File: config.mk
export PLATFORM = sky130hd
export DESIGN_NAME = rs232_frame_ctrl
export DESIGN_NICKNAME = d
export VERILOG_FILES = /design/src/rtl/rs232_pkg.sv /design/src/rtl/rs232_frame_parser.sv /design/src/rtl/rs232_frame_ctrl.sv
export SDC_FILE = /design/constraint.sdc
export NUM_CORES = 1
export LEC_CHECK = 0
export ABC_AREA = 1
export CAP_MARGIN = 5
export CORE_ASPECT_RATIO = 1.75
export CORE_UTILIZATION = 45
export CTS_CLUSTER_DIAMETER = 60
export DETAILED_ROUTE_END_ITERATION = 8
export PLACE_DENSITY = 0.72
export SLEW_MARGIN = 10
export SYNTH_ARGS = -nofsm -noshare
export SYNTH_HDL_FRONTEND = slang
export SYNTH_SLANG_ARGS = --single-unit
File: constraint.sdc
create_clock -name clk -period 1.75 [get_ports clk]
set_input_delay 0.175 -clock clk [delete_from_list [all_inputs] [get_ports clk]]
set_output_delay 0.175 -clock clk [all_outputs]
set_load 0.01 [all_outputs]
File: src/rtl/rs232_pkg.sv
// Shared constants, state codes and frame helpers for the RS-232 frame link.
// Imported by the parser and the frame controller.
package rs232_pkg;

  localparam logic [7:0] STX    = 8'h02;
  localparam logic [7:0] ETX    = 8'h03;
  localparam logic [7:0] RSV_TX = 8'h00;
  localparam int         FRAME_LEN = 8;

  localparam logic [2:0] P_IDLE = 3'd0;
  localparam logic [2:0] P_CMD  = 3'd1;
  localparam logic [2:0] P_DATA = 3'd2;
  localparam logic [2:0] P_RSV  = 3'd3;
  localparam logic [2:0] P_ETX  = 3'd4;

  localparam logic [1:0] R_IDLE = 2'd0;
  localparam logic [1:0] R_RD   = 2'd1;
  localparam logic [1:0] R_WAIT = 2'd2;
  localparam logic [1:0] R_SEND = 2'd3;

  typedef struct packed {
    logic [7:0]  cmd;
    logic [31:0] word;
  } frame_t;

  function automatic logic [7:0] frame_byte(
    input logic [2:0]  idx,
    input logic [7:0]  cmd,
    input logic [31:0] word
  );
    logic [7:0] b;
    case (idx)
      3'd0:    b = STX;
      3'd1:    b = cmd;
      3'd2:    b = word[7:0];
      3'd3:    b = word[15:8];
      3'd4:    b = word[23:16];
      3'd5:    b = word[31:24];
      3'd6:    b = RSV_TX;
      default: b = ETX;
    endcase
    return b;
  endfunction

endpackage

File: src/rtl/rs232_frame_parser.sv
// Host command frame parser with inter-byte timeout.
// Emits a one-cycle commit strobe with the assembled frame on a valid ETX.
module rs232_frame_parser
  import rs232_pkg::*;
#(
  parameter int TIMEOUT_CYC = 1_000_000
) (
  input  logic       clk,
  input  logic       rst,
  input  logic       rx_valid,
  input  logic [7:0] rx_data,
  output logic       commit,
  output frame_t     frame,
  output logic       err
);

  localparam int CW = $clog2(TIMEOUT_CYC + 1);

  logic [2:0]    state;
  logic [1:0]    idx;
  logic [CW-1:0] tcnt;
  logic          timeout;
  logic          at_etx;

  assign at_etx  = rx_valid && (state == P_ETX);
  assign timeout = !rx_valid && (state != P_IDLE)
                && (tcnt == CW'(TIMEOUT_CYC));
  assign commit  = at_etx && (rx_data == ETX);
  assign err     = timeout || (at_etx && (rx_data != ETX));

  // Saturates so a long idle line never wraps into a false timeout.
  always_ff @(posedge clk) begin
    if (rst) begin
      tcnt <= '0;
    end else if (rx_valid) begin
      tcnt <= '0;
    end else if (tcnt != CW'(TIMEOUT_CYC)) begin
      tcnt <= tcnt + 1'b1;
    end
  end

  always_ff @(posedge clk) begin
    if (rst) begin
      state <= P_IDLE;
      idx   <= '0;
      frame <= '0;
    end else if (timeout) begin
      state <= P_IDLE;
    end else if (rx_valid) begin
      unique case (1'b1)
        state == P_IDLE: begin
          if (rx_data == STX) state <= P_CMD;
        end
        state == P_CMD: begin
          frame.cmd <= rx_data;
          idx       <= '0;
          state     <= P_DATA;
        end
        state == P_DATA: begin
          frame.word[{idx, 3'b000} +: 8] <= rx_data;
          idx <= idx + 2'd1;
          if (idx == 2'd3) state <= P_RSV;
        end
        state == P_RSV: begin
          state <= P_ETX;
        end
        default: begin
          state <= P_IDLE;
        end
      endcase
    end
  end

endmodule

File: src/rtl/rs232_frame_ctrl.sv
// Frame controller: commits writes to word RAM, queues one read and
// returns it as an 8-byte response while publishing it to Port B.
module rs232_frame_ctrl
  import rs232_pkg::*;
#(
  parameter int ADDR_W      = 7,
  parameter int TIMEOUT_CYC = 1_000_000
) (
  input  logic              clk,
  input  logic              rst,
  input  logic              rx_valid,
  input  logic [7:0]        rx_data,
  output logic              tx_valid,
  output logic [7:0]        tx_data,
  input  logic              tx_ready,
  output logic              ram_en,
  output logic              ram_we,
  output logic [ADDR_W-1:0] ram_addr,
  output logic [31:0]       ram_wdata,
  input  logic [31:0]       ram_rdata,
  output logic              port_b_load,
  output logic [31:0]       port_b_word,
  output logic              err
);

  logic   p_commit;
  logic   p_err;
  frame_t p_frame;

  rs232_frame_parser #(
    .TIMEOUT_CYC(TIMEOUT_CYC)
  ) u_parser (
    .clk     (clk),
    .rst     (rst),
    .rx_valid(rx_valid),
    .rx_data (rx_data),
    .commit  (p_commit),
    .frame   (p_frame),
    .err     (p_err)
  );

  logic wr_commit;
  logic rd_commit;

  assign wr_commit = p_commit && p_frame.cmd[7];
  assign rd_commit = p_commit && !p_frame.cmd[7];

  logic              wr_q;
  logic [ADDR_W-1:0] wr_addr_q;
  logic [31:0]       wr_data_q;

  always_ff @(posedge clk) begin
    if (rst) begin
      wr_q      <= 1'b0;
      wr_addr_q <= '0;
      wr_data_q <= '0;
    end else begin
      wr_q <= wr_commit;
      if (wr_commit) begin
        wr_addr_q <= p_frame.cmd[ADDR_W-1:0];
        wr_data_q <= p_frame.word;
      end
    end
  end

  logic [1:0]  rsp;
  logic [2:0]  tx_idx;
  logic [7:0]  snd_cmd;
  logic [31:0] rd_word;
  logic        slot_full;
  logic [7:0]  slot_cmd;
  logic        slot_free;
  logic        slot_take;
  logic        ovf;
  logic        tx_hs;

  assign slot_free = (rsp == R_WAIT);
  assign slot_take = rd_commit && (!slot_full || slot_free);
  assign ovf       = rd_commit && slot_full && !slot_free;
  assign tx_hs     = tx_valid && tx_ready;

  // A read freed in R_WAIT makes room for a read committing that cycle.
  always_ff @(posedge clk) begin
    if (rst) begin
      slot_full <= 1'b0;
      slot_cmd  <= '0;
    end else if (slot_take) begin
      slot_full <= 1'b1;
      slot_cmd  <= p_frame.cmd;
    end else if (slot_free) begin
      slot_full <= 1'b0;
    end
  end

  always_ff @(posedge clk) begin
    if (rst) begin
      rsp     <= R_IDLE;
      tx_idx  <= '0;
      snd_cmd <= '0;
      rd_word <= '0;
    end else begin
      unique case (1'b1)
        rsp == R_IDLE: begin
          if (slot_full) rsp <= R_RD;
        end
        rsp == R_RD: begin
          if (!wr_q) rsp <= R_WAIT;
        end
        rsp == R_WAIT: begin
          rd_word <= ram_rdata;
          snd_cmd <= slot_cmd;
          tx_idx  <= '0;
          rsp     <= R_SEND;
        end
        default: begin
          if (tx_hs) begin
            tx_idx <= tx_idx + 3'd1;
            if (tx_idx == 3'(FRAME_LEN - 1)) rsp <= R_IDLE;
          end
        end
      endcase
    end
  end

  always_ff @(posedge clk) begin
    if (rst) err <= 1'b0;
    else     err <= p_err || ovf;
  end

  // A pending write owns the RAM port; the read stays in R_RD meanwhile.
  assign ram_en    = wr_q || (rsp == R_RD);
  assign ram_we    = wr_q;
  assign ram_addr  = wr_q ? wr_addr_q
                   : (rsp == R_RD) ? slot_cmd[ADDR_W-1:0] : '0;
  assign ram_wdata = wr_q ? wr_data_q : '0;

  assign port_b_load = slot_free;
  assign port_b_word = slot_free ? ram_rdata : rd_word;

  assign tx_valid = (rsp == R_SEND);
  assign tx_data  = tx_valid ? frame_byte(tx_idx, snd_cmd, rd_word) : '0;

endmodule

==> summary.md, run 1 <==
| Metric | Value |
|---|---|
| Area of the core | roughly 16000 um2 |
| Sum of overflow across all layers after global routing | 0 |
| Sequential share of the synthesized area | 0.434 |
| Number of nets in the layout | around 1300 |
| Setup repair after global routing missed its margin | true |
| Combined area of all synthesized cells | around 7400 um2 |
| Detailed placer's ending HPWL | roughly 14000 um |
| TritonCTS clock tree | done |
| Number of pins with negative max-slew slack in the final report | 0 |
| Highest-delay cell along the critical path | sky130_fd_sc_hd__dfxtp_4 |
| I/O Buffers | ~130 |
| Setup violations, final | 28 |
| Area of the die | 17000 um2 |
| Slowest stage delay, CP | approximately 0.37 ns |
| Pin count of the biggest net entering global routing | 70 |
| Synthesis warning total | 0 |
| Clock root buffer | sky130_fd_sc_hd__clkbuf_16 |
| Total nets after synthesis | 1145 |
| Category of cells accounting for the largest share of critical-path delay | flip-flops |
| Top post-synthesis cells by count | sky130_fd_sc_hd__nand2_1 (294), sky130_fd_sc_hd__dfxtp_1 (160), sky130_fd_sc_hd__a21oi_1 (155) |
| Proportion of synthesized flip-flops having asynchronous set or reset | 0 |
| Number of antenna violations at the first check in global routing | 1 |
| Power density normalized to cell area | 1010 nW/um2 |
| Chip height | approximately 170 um |
| Syn avg cell area | roughly 6.8 um2 |
| Clock Power Share | 0.338 |
| Overall Global Routing Usage | 0.250 |
| Share of total power consumed by net switching | 0.316 |
| #FFs+latches synth | 160 |
| Internal power component | approximately 7.3 mW |
| Final setup skew | between 0.006 and 0.007 ns |
| Ranking of synthesized cells by area | sky130_fd_sc_hd__dfxtp_1 (43%), sky130_fd_sc_hd__nand2_1 (15%), sky130_fd_sc_hd__a21oi_1 (11%) |
| Worst hold path class | in2reg |
| Library cell occupying the most area in the post-synthesis netlist | sky130_fd_sc_hd__dfxtp_1 |
| Hold bufs inserted after CTS | 0 |
| WHS Endpoint | tx_idx[0]$_SDFFE_PP0P_ |
| Clock buffer count from CTS | 17 |
| Post-synthesis cell count | approximately 1100 |
| Crit Reg-Reg Startpoint | rsp[0]$_SDFFE_PP0P_ |
| Critical path buffers and inverters | 3 |
| Total Neg Setup Slack | -1.63 ns |
| Critical path required time | 1.57 ns |
| Area share of the largest cell type after synthesis | 0.434 |
| Clk pin slew, worst setup/hold paths | 0.06 ns |
| Layout fillers | between 1000 and 1500 |
| Critical Path Start Type | register |
| Number of different library cells in the post-synthesis netlist | 30 |
| Routability-driven placement congestion ratio | roughly 0.96 |
| Via count of the first global-routing pass | 7109 |
| Relative contribution of sequential cells to total power | 0.390 |
| Fin crit period | about 2 ns |
| Width of the die | 98.9 um |
| Failing checks | negative setup slack |
| Vias | ~7700 |
| Routed wire length per instance | between 10 and 15 um |
| Final clock period utilization by the worst path | 1.12 |
| Post-route DRC | 0 |
| Source-to-sink clock delay at the later pin of the worst-skew pair | about 0.42 ns |
| Status | complete, but fails checks |
| Cell-by-cell listing of the critical path | inv_4 -> ha_4 -> inv_1 -> nor2_4 -> nand2_1 -> a31oi_1 -> buf_2 |
| Final worst slack | -0.206 ns |
| Max rail drop VDD | 0.560 mV |
| Final hold violation count | 0 |
| Number of nets with antenna violations after routing | 0 |
| Part of the total power dissipated in combinational logic | 0.272 |
| Most frequently used cell type in the post-synthesis netlist | sky130_fd_sc_hd__nand2_1 |
| Number of buffers on the longest clock path | 2 |
| Leakage power | 4.83 nW |
| Number of H-tree levels | 4 |
| Number of clock sinks seen by CTS | 160 |
| Crit. End Element | primary output |
| Synth-to-layout area growth | 44.3% |
| Share of layout cells above drive strength 1 | 0.231 |
| Depth of the worst register-to-register path | 8 |
| Post-Place Worst Slack | -0.269 ns |
| Worst R2R End | rsp[0]$_SDFFE_PP0P_ |
| Number of stages on the worst hold path | 2 |
| Number of DRC violations after detailed-routing iteration 0 | 360 |
| Most used DFF post-synth | sky130_fd_sc_hd__dfxtp_1 |
| Number of enable-type register cells in the synthesized netlist | 0 |
| Switching power of the nets | about 3.4 mW |
| Max_slew headroom | 0.714 |
| Tightest Pin Transition | around 0.43 ns |
| I/O pin count | ~130 |
| Worst Hold Slack | about 0.085 ns |
| Global-route wire length before repair | ~33000 um |
| Total of max-cap violations | 0 |
| Initial Util | 0.463 |
| Final routed wirelength across all metal layers | 22200 um |
| Number of vias per cell | just over 5 |
| Data arrival time of the worst path | around 1.8 ns |
| Worst setup path class | reg2out |
| Number of core rows | 61 |
| Number of optimization iterations in the first detailed-route pass | 5 |
| Slack of the worst reg-to-reg path | ~0.08 ns |
| Hold path start | rst |
| Max frequency | slightly above 500 MHz |
| Top fanout value on the critical path | 8 |
metal layers:
| layer | GRT usage | routed length, um | vias to the layer above |
|---|---|---|---|
| li1 | - | - | 3859 |
| met1 | 0.247 | 8120 | 3479 |
| met2 | 0.486 | 11900 | 247 |
| met3 | 0.0423 | 989 | 73 |
| met4 | 0.138 | 1210 | 0 |
| met5 | 0 | 0 | - |
timing repair:
action / CTS / global route
cloned: 5 / 4
resized for setup: 287 / 150
setup buffers: 8 / 19
setup endpoints to repair: 83 / 55
pin swaps: 5 / 28
final cells by class:
type / instances / area [um2] / share of cell area
Antenna cell: 1 / 2.50 / 0.000235
Clock buffer: 17 / 425 / 0.0399
Clock inverter: 14 / 144 / 0.0135
Inverter: 136 / 537 / 0.0503
Multi-Input combinational cell: 736 / 3950 / 0.370
Sequential cell: 160 / 3220 / 0.302
Tap cell: 189 / 236 / 0.0222
Timing Repair Buffer: 229 / 2140 / 0.201
Timing Repair inverter: 1 / 7.51 / 0.000704
metrics by stage:
stage / utilization / std cells / cell area, um2 / power [mW]
2_1_floorplan: - / 1083 / 7390 / 5.12
3_3_place_gp: 0.581 / 1418 / 9270 / 6.26
3_5_place_dp: 0.581 / 1418 / 9270 / 6.29
4_1_cts: 0.625 / 1461 / 9970 / 10.0
5_1_grt: 0.668 / 1483 / 10700 / 11.2
6_report: 0.668 / 1483 / 10700 / 10.7
state kept, by name (all words and copies together), names as in the netlist, 3 cells and up:
name,flops
u_parser.frame,40
wr_addr_q,7
tx_idx,3
wr_data_q,32
snd_cmd,8
u_parser.state,3
u_parser.tcnt,20
slot_cmd,8
rd_word,32
kinds of logic after synthesis:
logic type               share of synthesized area
flip-flops                                   0.434
AND/OR/NAND/NOR                              0.258
AO/OA/AOI/OAI                                0.174
XOR/XNOR                                   0.00119
adder cells (fa/ha/maj)                     0.0305
buffers and inverters                        0.102
worst max path at each step:
stage,from,to,slack [ns],cells past startpoint
final,tx_idx[0]$_SDFFE_PP0P_,tx_data[4],-0.21,7
after global routing,tx_idx[1]$_SDFFE_PP0P_,tx_data[3],-0.30,6
after CTS,tx_idx[0]$_SDFFE_PP0P_,tx_data[3],-0.16,8
after detailed placement,tx_idx[0]$_SDFFE_PP0P_,tx_data[3],-0.27,6
after global placement,tx_idx[0]$_SDFFE_PP0P_,tx_data[3],-0.23,6
after floorplan,u_parser.idx[0]$_SDFFE_PP0P_,u_parser.frame[0]$_SDFFE_PP0P_,0.12,8
worst reg2reg max path: cells and delay by family, from the launching register on:
family | cells | cell delay, ns
AND/OR/NAND/NOR | 3 | 0.36
flip-flops | 1 | 0.37
buffers and inverters | 3 | 0.40
adder cells (fa/ha/maj) | 1 | 0.18
AO/OA/AOI/OAI | 1 | 0.24
cells in the final DEF, fill, tap and decap left out, types with 5 or more instances in the layout:
cell	instances
sky130_fd_sc_hd__nor2_1	88
sky130_fd_sc_hd__a21oi_1	151
sky130_fd_sc_hd__buf_4	80
sky130_fd_sc_hd__clkbuf_16	19
sky130_fd_sc_hd__buf_6	22
sky130_fd_sc_hd__ha_1	11
sky130_fd_sc_hd__dfxtp_1	155
sky130_fd_sc_hd__nand3_1	57
sky130_fd_sc_hd__buf_12	9
sky130_fd_sc_hd__inv_1	123
sky130_fd_sc_hd__inv_2	6
sky130_fd_sc_hd__clkdlybuf4s50_1	43
sky130_fd_sc_hd__dlygate4sd2_1	35
sky130_fd_sc_hd__clkinvlp_4	5
sky130_fd_sc_hd__ha_4	6
sky130_fd_sc_hd__nand2_1	220
sky130_fd_sc_hd__o21ai_0	79
sky130_fd_sc_hd__nand2_4	42
sky130_fd_sc_hd__buf_2	29
sky130_fd_sc_hd__a31oi_1	7
sky130_fd_sc_hd__nand2_2	33
sky130_fd_sc_hd__nor3_1	6
sky130_fd_sc_hd__inv_6	5
power groups by stage:
stage	combinational [mW]	sequential, mW	clock, mW
after CTS	2.26	4.09	3.67
final	2.91	4.18	3.62
after floorplan	1.03	4.09	0
after detailed placement	2.13	4.16	0
after global routing	3.12	4.20	3.84
after global placement	2.10	4.16	0
Note: power is estimated with default switching activity, not from simulation.
==> inputs of run 2 (changes only) <==
--- a/config.mk
+++ b/config.mk
@@ -6,7 +6,6 @@
 export NUM_CORES = 1
 export LEC_CHECK = 0
 export ABC_AREA = 1
-export CAP_MARGIN = 5
 export CORE_ASPECT_RATIO = 1.75
 export CORE_UTILIZATION = 45
 export CTS_CLUSTER_DIAMETER = 60
==> results of run 2 <==
Final layout, timing and power as in run 1 (identical DEF).
